## config.mk

```make
export PLATFORM = sky130hd
export DESIGN_NAME = gray_cnt_sequencer_flat
export DESIGN_NICKNAME = d
export VERILOG_FILES = /design/src/rtl/gray_cnt_sequencer_if.sv /design/src/rtl/gray_cnt_sequencer.sv /design/src/flat_wrapper.sv
export SDC_FILE = /design/constraint.sdc
export NUM_CORES = 1
export LEC_CHECK = 0
export ABC_AREA = 1
export ABC_CLOCK_PERIOD_IN_PS = 2400
export BUFFER_PORTS_ARGS = -buffer_cell sky130_fd_sc_hd__buf_2
export CORE_ASPECT_RATIO = 0.75
export CORE_MARGIN = 5
export CORE_UTILIZATION = 34
export CTS_CLUSTER_DIAMETER = 80
export DETAILED_ROUTE_END_ITERATION = 16
export GPL_TIMING_DRIVEN = 0
export PLACE_DENSITY = 0.56
export RECOVER_POWER = 50
export SYNTH_ARGS = -nofsm -noshare
export SYNTH_HDL_FRONTEND = slang
export SYNTH_SLANG_ARGS = --single-unit
```

## constraint.sdc

```tcl
create_clock -name clk_i -period 2.4 [get_ports clk_i]
set_input_delay 0.48 -clock clk_i [delete_from_list [all_inputs] [get_ports clk_i]]
set_output_delay 0.48 -clock clk_i [all_outputs]
set_load 0.01 [all_outputs]
```

## src/rtl/gray_cnt_sequencer_if.sv

```systemverilog
// Command channel for gray_cnt_sequencer: valid/ready handshake carrying opcode and argument.
interface gray_cnt_sequencer_if #(
  parameter int BIT_SIZE = 4
);
  logic                valid;
  logic                ready;
  logic [1:0]          op;
  logic [BIT_SIZE-1:0] arg;

  modport master (output valid, output op, output arg, input ready);
  modport slave  (input valid, input op, input arg, output ready);
endinterface

```

## src/rtl/gray_cnt_sequencer.sv

```systemverilog
// Command-driven Gray/binary counter sequencer (STEP, LOAD, CLEAR, FREE_RUN).
// Optional feature: define GRAY_CNT_SEQ_FREE_RUN_EN to build the free-running mode for opcode 11.
module gray_cnt_sequencer #(
  parameter int BIT_SIZE  = 4,
  parameter int INCREMENT = 1
) (
  input  logic                 clk_i,
  input  logic                 rst_ni,
  gray_cnt_sequencer_if.slave  cmd,
  input  logic                 stop_i,
  output logic                 busy_o,
  output logic                 done_o,
  output logic                 wrap_o,
  output logic [BIT_SIZE-1:0]  cnt_bin_o,
  output logic [BIT_SIZE-1:0]  cnt_gray_o
);

  localparam logic [1:0] OP_STEP  = 2'b00;
  localparam logic [1:0] OP_LOAD  = 2'b01;
  localparam logic [1:0] OP_CLEAR = 2'b10;
  localparam logic [1:0] OP_FREE  = 2'b11;

  localparam logic [BIT_SIZE-1:0] INC_V = BIT_SIZE'(INCREMENT);
  localparam logic [BIT_SIZE-1:0] ONE_V = BIT_SIZE'(1);

  typedef enum logic [1:0] {
    S_IDLE = 2'd0,
    S_RUN  = 2'd1,
    S_DONE = 2'd2
  } state_t;

  state_t              state_q;
  state_t              state_nxt;
  logic [BIT_SIZE-1:0] remaining_q;
  logic [BIT_SIZE-1:0] rem_nxt;
  logic [BIT_SIZE-1:0] cnt_nxt;
  logic                wrap_nxt;
  logic [BIT_SIZE:0]   sum;
  logic                accept;
  logic                advance;
  logic                last_step;

  function automatic logic [BIT_SIZE:0] add_inc(input logic [BIT_SIZE-1:0] a);
    return {1'b0, a} + {1'b0, INC_V};
  endfunction

  function automatic logic [BIT_SIZE-1:0] to_gray(input logic [BIT_SIZE-1:0] b);
    return b ^ (b >> 1);
  endfunction

  assign accept  = cmd.valid && (state_q == S_IDLE);
  assign advance = (state_q == S_RUN) && !stop_i;
  assign sum     = add_inc(cnt_bin_o);

`ifdef GRAY_CNT_SEQ_FREE_RUN_EN
  logic free_q;
  logic free_nxt;

  // A free-running command ignores the step count and only leaves RUN on stop.
  assign last_step = !free_q && (remaining_q == ONE_V);

  always_comb begin
    free_nxt = free_q;
    if (accept) free_nxt = (cmd.op == OP_FREE);
  end

  always_ff @(posedge clk_i) begin
    if (!rst_ni) free_q <= 1'b0;
    else         free_q <= free_nxt;
  end
`else
  assign last_step = (remaining_q == ONE_V);
`endif

  always_ff @(posedge clk_i) begin
    if (!rst_ni) state_q <= S_IDLE;
    else         state_q <= state_nxt;
  end

  always_comb begin
    state_nxt = state_q;
    case (state_q)
      S_IDLE: begin
        if (cmd.valid) begin
          case (cmd.op)
            OP_STEP:  state_nxt = (cmd.arg == '0) ? S_DONE : S_RUN;
`ifdef GRAY_CNT_SEQ_FREE_RUN_EN
            OP_FREE:  state_nxt = S_RUN;
`else
            OP_FREE:  state_nxt = S_DONE;
`endif
            default:  state_nxt = S_DONE;
          endcase
        end
      end
      S_RUN: begin
        if (stop_i || last_step) state_nxt = S_DONE;
      end
      S_DONE:  state_nxt = S_IDLE;
      default: state_nxt = S_IDLE;
    endcase
  end

  always_comb begin
    cmd.ready = (state_q == S_IDLE);
    busy_o    = (state_q == S_RUN);
    done_o    = (state_q == S_DONE);
  end

  // Count, step budget and wrap flag all load on the accept edge or advance in RUN.
  always_comb begin
    cnt_nxt  = cnt_bin_o;
    rem_nxt  = remaining_q;
    wrap_nxt = 1'b0;
    if (accept) begin
      case (cmd.op)
        OP_STEP:  rem_nxt = cmd.arg;
        OP_LOAD:  cnt_nxt = cmd.arg;
        OP_CLEAR: cnt_nxt = '0;
        default:  ;
      endcase
    end else if (advance) begin
      cnt_nxt  = sum[BIT_SIZE-1:0];
      wrap_nxt = sum[BIT_SIZE];
      rem_nxt  = remaining_q - ONE_V;
    end
  end

  always_ff @(posedge clk_i) begin
    if (!rst_ni) begin
      remaining_q <= '0;
      cnt_bin_o   <= '0;
      cnt_gray_o  <= '0;
      wrap_o      <= 1'b0;
    end else begin
      remaining_q <= rem_nxt;
      cnt_bin_o   <= cnt_nxt;
      cnt_gray_o  <= to_gray(cnt_nxt);
      wrap_o      <= wrap_nxt;
    end
  end

endmodule

```

## src/flat_wrapper.sv

```systemverilog
// flat-port wrapper written by rule: the top's interface ports become plain ports
module gray_cnt_sequencer_flat 
#(
  parameter int BIT_SIZE  = 4,
  parameter int INCREMENT = 1
)
  (clk_i, rst_ni, stop_i, busy_o, done_o, wrap_o, cnt_bin_o, cnt_gray_o, cmd_valid, cmd_op, cmd_arg, cmd_ready);
  gray_cnt_sequencer_if #(.BIT_SIZE(BIT_SIZE)) cmd_i ();
  input  logic clk_i;
  input  logic rst_ni;
  input  logic stop_i;
  output logic busy_o;
  output logic done_o;
  output logic wrap_o;
  output logic [BIT_SIZE-1:0] cnt_bin_o;
  output logic [BIT_SIZE-1:0] cnt_gray_o;
  input wire logic [$bits(cmd_i.valid)-1:0] cmd_valid;
  input wire logic [$bits(cmd_i.op)-1:0] cmd_op;
  input wire logic [$bits(cmd_i.arg)-1:0] cmd_arg;
  output wire logic [$bits(cmd_i.ready)-1:0] cmd_ready;
  assign cmd_i.valid = cmd_valid;
  assign cmd_i.op = cmd_op;
  assign cmd_i.arg = cmd_arg;
  assign cmd_ready = cmd_i.ready;
  gray_cnt_sequencer #(.BIT_SIZE(BIT_SIZE), .INCREMENT(INCREMENT)) u_core (.clk_i(clk_i), .rst_ni(rst_ni), .cmd(cmd_i), .stop_i(stop_i), .busy_o(busy_o), .done_o(done_o), .wrap_o(wrap_o), .cnt_bin_o(cnt_bin_o), .cnt_gray_o(cnt_gray_o));
endmodule
```

### Word level (Yosys, flattened, before mapping)

Cells that the tools add are included.
Widths: inputs -> output; s select.

* register bits after elaboration: 15
* ROM bits: 0
* output and inout bits: 12
* latch bits: 0
* bits of input ports: 10
* word-level logic and storage cells: 40
* memories: 0
* memory bits (writable): 0

* $add $sub $neg: 2
* shifts and indexed selects: 0
* divide/modulo/power cells: 0
* bitwise logic cells: 3
* reductions and logical operators: 11
* muxes and demuxes: 11
* equality and inequality tests: 8
* $lt $le $gt $ge: 0
* multipliers: 0

Operator list (count)
* $mux 4: 5
* $mux 2: 4
* $pmux 4 s2: 1
* $add 4x1->5 const B: 1
* $eq 2x1->1 const B: 2
* $eq 2x2->1 const B: 2
* $eq 4x1->1 const B: 1
* $logic_not 2->1: 2
* $logic_not 4->1: 1
* $ne 2x2->1 const B: 2
* $pmux 2 s2: 1
* $reduce_and 2->1: 2
* $sub 4x1->4 const B: 1
* $xor 4x3->4: 1
* $reduce_or 3->1: 1
* $logic_and 1x1->1: 2
* $ne 2x1->1 const B: 1
* $not 1->1: 2
* $reduce_bool 2->1: 1
* $logic_not 1->1: 1
* $logic_or 1x1->1: 1

### Longest topological paths before layout

* depth in word-level cells: 5
* depth in mapped cells: 11
* mapped depth without buffers: 11

### Worst setup path before layout

No wires, ideal clock.

* path kind: input-to-reg
* start point: in cmd_op[0]
* end point: reg u_core.cnt_gray_o[2]
* data required time: 2291 ps
* path buffers: 0
* stages: 9
* library setup time: 109 ps
* setup slack: 912 ps
* data arrival time: 1379 ps
* cells stage by stage: inv_1 -> ha_1 -> inv_1 -> nand2_1 -> o211ai_4 -> and2_4 -> nand2_2 -> nand2_1 -> inv_1

* word-level cells in the longest chain between the ends: 4
* elaborated cells on any way between the ends: 5
* those cells by class: eq/ne (2); mux (2); bitwise (1)

RTL lines
* start: declaration: line flat_wrapper.sv:18 `input wire logic [$bits(cmd_i.op)-1:0] cmd_op;`
* $eq 2x2->1 / $eq 2x1->1 (equally long branches): line gray_cnt_sequencer.sv:116 `case (cmd.op)`
* $pmux 4 s2 (*): line gray_cnt_sequencer.sv:116
* $mux 4 (*): line gray_cnt_sequencer.sv:115 `if (accept) begin`
* $xor 4x3->4 (*): line gray_cnt_sequencer.sv:48 `return b ^ (b >> 1);`
* end signal: assignment: line gray_cnt_sequencer.sv:138 `cnt_gray_o <= to_gray(cnt_nxt);`
* end: declaration: line gray_cnt_sequencer.sv:15 `output logic [BIT_SIZE-1:0] cnt_gray_o`

Every way passes the cells marked *; elsewhere a longest branch is shown, timed or not.
A chain may end at the register's enable or synchronous reset.

### Final worst setup path

* start point: reg u_core.state_q[0]
* end point: reg u_core.remaining_q[2]

* word-level cells in the longest chain between the ends: 4
* elaborated cells on any way between the ends: 8
* those cells by class: eq/ne (2); mux (1); reduce/logical (5)

RTL lines
* start: declaration: line gray_cnt_sequencer.sv:32 `state_t state_q;`
* start signal: assignment: line gray_cnt_sequencer.sv:77 `else state_q <= state_nxt;`
* $eq 2x1->1 / $logic_not 2->1 (equally long branches): line gray_cnt_sequencer.sv:52, gray_cnt_sequencer.sv:51
* $logic_and 1x1->1, on equally long branches: line gray_cnt_sequencer.sv:52, gray_cnt_sequencer.sv:51
* $reduce_bool 2->1 (no source line) / $ne 2x2->1 (equally long branches)
* $reduce_and 2->1 (no source line)
* end signal: assignment: line gray_cnt_sequencer.sv:136 `remaining_q <= rem_nxt;`
* end: declaration: line gray_cnt_sequencer.sv:34 `logic [BIT_SIZE-1:0] remaining_q;`

Several ways; a longest one is shown, not always the timed one.

==> run metrics <==
status=complete, no violations; VDD IR max=0.197 mV; crit start category=flip-flop; Port Buffers=21; Placed Area=1100 sq um; WL per Instance=10.6 um; Setup-failing EPs final=0; design area=1140 sq um; vias in the first global route=842; post-DR vias/cell=4.49; Area growth, synth to finish=19.9%; Critical Path RT=2530 ps; Seq/Total Area, Yosys=29.6%; Antenna Cells=0; Core ar.=2640 sq um; die area=3950 sq um; worst min-delay path class=flip-flop to flip-flop; Setup TNS=0 ps; CTS Buf Count=3; CTS sink cnt=14; Finished Core Util=43.0%; DR iter-0 viols=19; Netlist cell types=23; Max Clk Rate=651 MHz; clock root cell=clkbuf_8; Post-Syn Area per Cell=6.62 sq um; post-synth top area share=29.6%; synthesized area=947 sq um; critical path type=flip-flop to flip-flop; worst r2r src=u_core.state_q[0]; pre-CTS setup slack=706 ps; Worst Min Path Start=u_core.remaining_q[2]; max-slew violation count=0; gr usage total=11.2%; CP max FO=9; Synth area leaders=dfxtp_1, nand2_1, inv_1, ha_1, nand3_1; #FFs+latches synth=14; setup ws final=864 ps; Nets=184; Synthesized Nets=158; Die W=70.9 um; Final min period=1540 ps; global-route wire length before repair=3680 um; Hold Vio Cnt, Final=0; GRT overflow=0; CTS hold repair buffers=0; TritonRoute pass-1 iters=4; Worst-Skew Late Latency=240 ps; Mapped Cells=143; layout cells sized above 1=19.6%; CP endpoint kind=flip-flop; IO Pins=22; Final GP Congestion=0.873; Rows=16; Max Clock Skew=0.771 ps; Worst-path clk slew=60 ps; Tot Pwr=0.733 mW; Initial Util=35.8%; final non-filler cell total=204; CTS tree=done; H-tree Lvls=1; leakage power=0.605 nW; Post-CTS Setup Inserts=0; # DRC=0; post-route clock period utilization=64.0%; initial antenna violation count=0; hold slack final=465 ps; largest net degree at the start of global routing=10; Post-DRT Antenna Nets=0; vias=915; RSZ-0062 raised after global routing=no; critical path launch point=u_core.state_q[0]; placed cells=200; post-DP HPWL=1720 um; PD cells=645 nW/um^2; clock tree buffer depth=2; Synth Warn #=0; CP Data Arrival Time=1670 ps; Slew @ Worst Pin=447 ps; die height=55.7 um; biggest area consumer among synthesized cells=dfxtp_1; cts repair resizes=0; Routed WL=2160 um; max-cap viol count=0; relative slew slack=69.9%
==> sequential cells by signal (all words and copies together) (netlist names) <==
register            cells
u_core.cnt_bin_o        3
u_core.state_q          2
u_core.remaining_q      4
u_core.cnt_gray_o       4
u_core.wrap_o           1
==> Yosys cell counts, drive strengths merged <==
cell	n
nor2	9
nand4	1
nor3	1
and2	1
inv	30
ha	5
dfxtp	14
nand2	47
o211ai	2
a21oi	6
o21ai	10
buf	1
a21boi	1
nand3	15
==> worst max-delay path, cell delays in order, from the launching register on <==
cell	delay (ps)
dfxtp_1	380
nor2_4	210
nand2_4	130
o21ai_0	400
o21ai_0	170
nand2_1	90
a21oi_1	50
==> cell type report <==
class	instances	area, sq um
tap	36	45.0
sequential	14	280
timing repair buffer	21	95.1
fill	308	1510
inverter	30	118
clock buffer	4	55.1
multi-input combinational	98	536
buffer	1	7.51
==> power breakdown <==
group	switching [mW]	internal, mW	total (mW)
sequential	0.0194	0.258	0.278
combinational	0.137	0.0807	0.218
clock	0.0913	0.145	0.237
==> metal layers <==
| metal | routed length (um) | vias up | GRT usage, % |
|---|---|---|---|
| li1 | - | 491 | - |
| met1 | 1150 | 401 | 16.1 |
| met2 | 879 | 19 | 16.1 |
| met3 | 103 | 4 | 2.53 |
| met4 | 26 | 0 | 4.02 |
| met5 | 0 | - | 0 |
==> placed cells by master (no fill, tap or decap), drive strengths merged <==
master,netlist,final
inv,30,30
nand4,1,1
clkbuf,0,12
o211ai,2,2
buf,1,14
a21oi,6,6
dfxtp,14,14
ha,5,5
a21boi,1,1
nand3,15,15
and2,1,1
o21ai,10,10
nor3,1,1
nand2,47,47
nor2,9,9
==> path summary, 6_finish.rpt <==
kind	end	slack (ps)	depth (start not counted)
max	u_core.remaining_q[2]	860	6
min	u_core.remaining_q[2]	470	2
max reg2reg	u_core.remaining_q[2]	860	6
min reg2reg	u_core.remaining_q[2]	470	2
==> logic make-up (layout without fill, tap and decap cells) <==
family          Yosys count  count (layout)  synth area share, %
compound gates           19              19                 13.1
fa+ha+maj                 5               5                 6.61
buf+inv                  31              56                 13.2
flops                    14              14                 29.6
simple gates             74              74                 37.5
(Power assumes the default switching activity.)
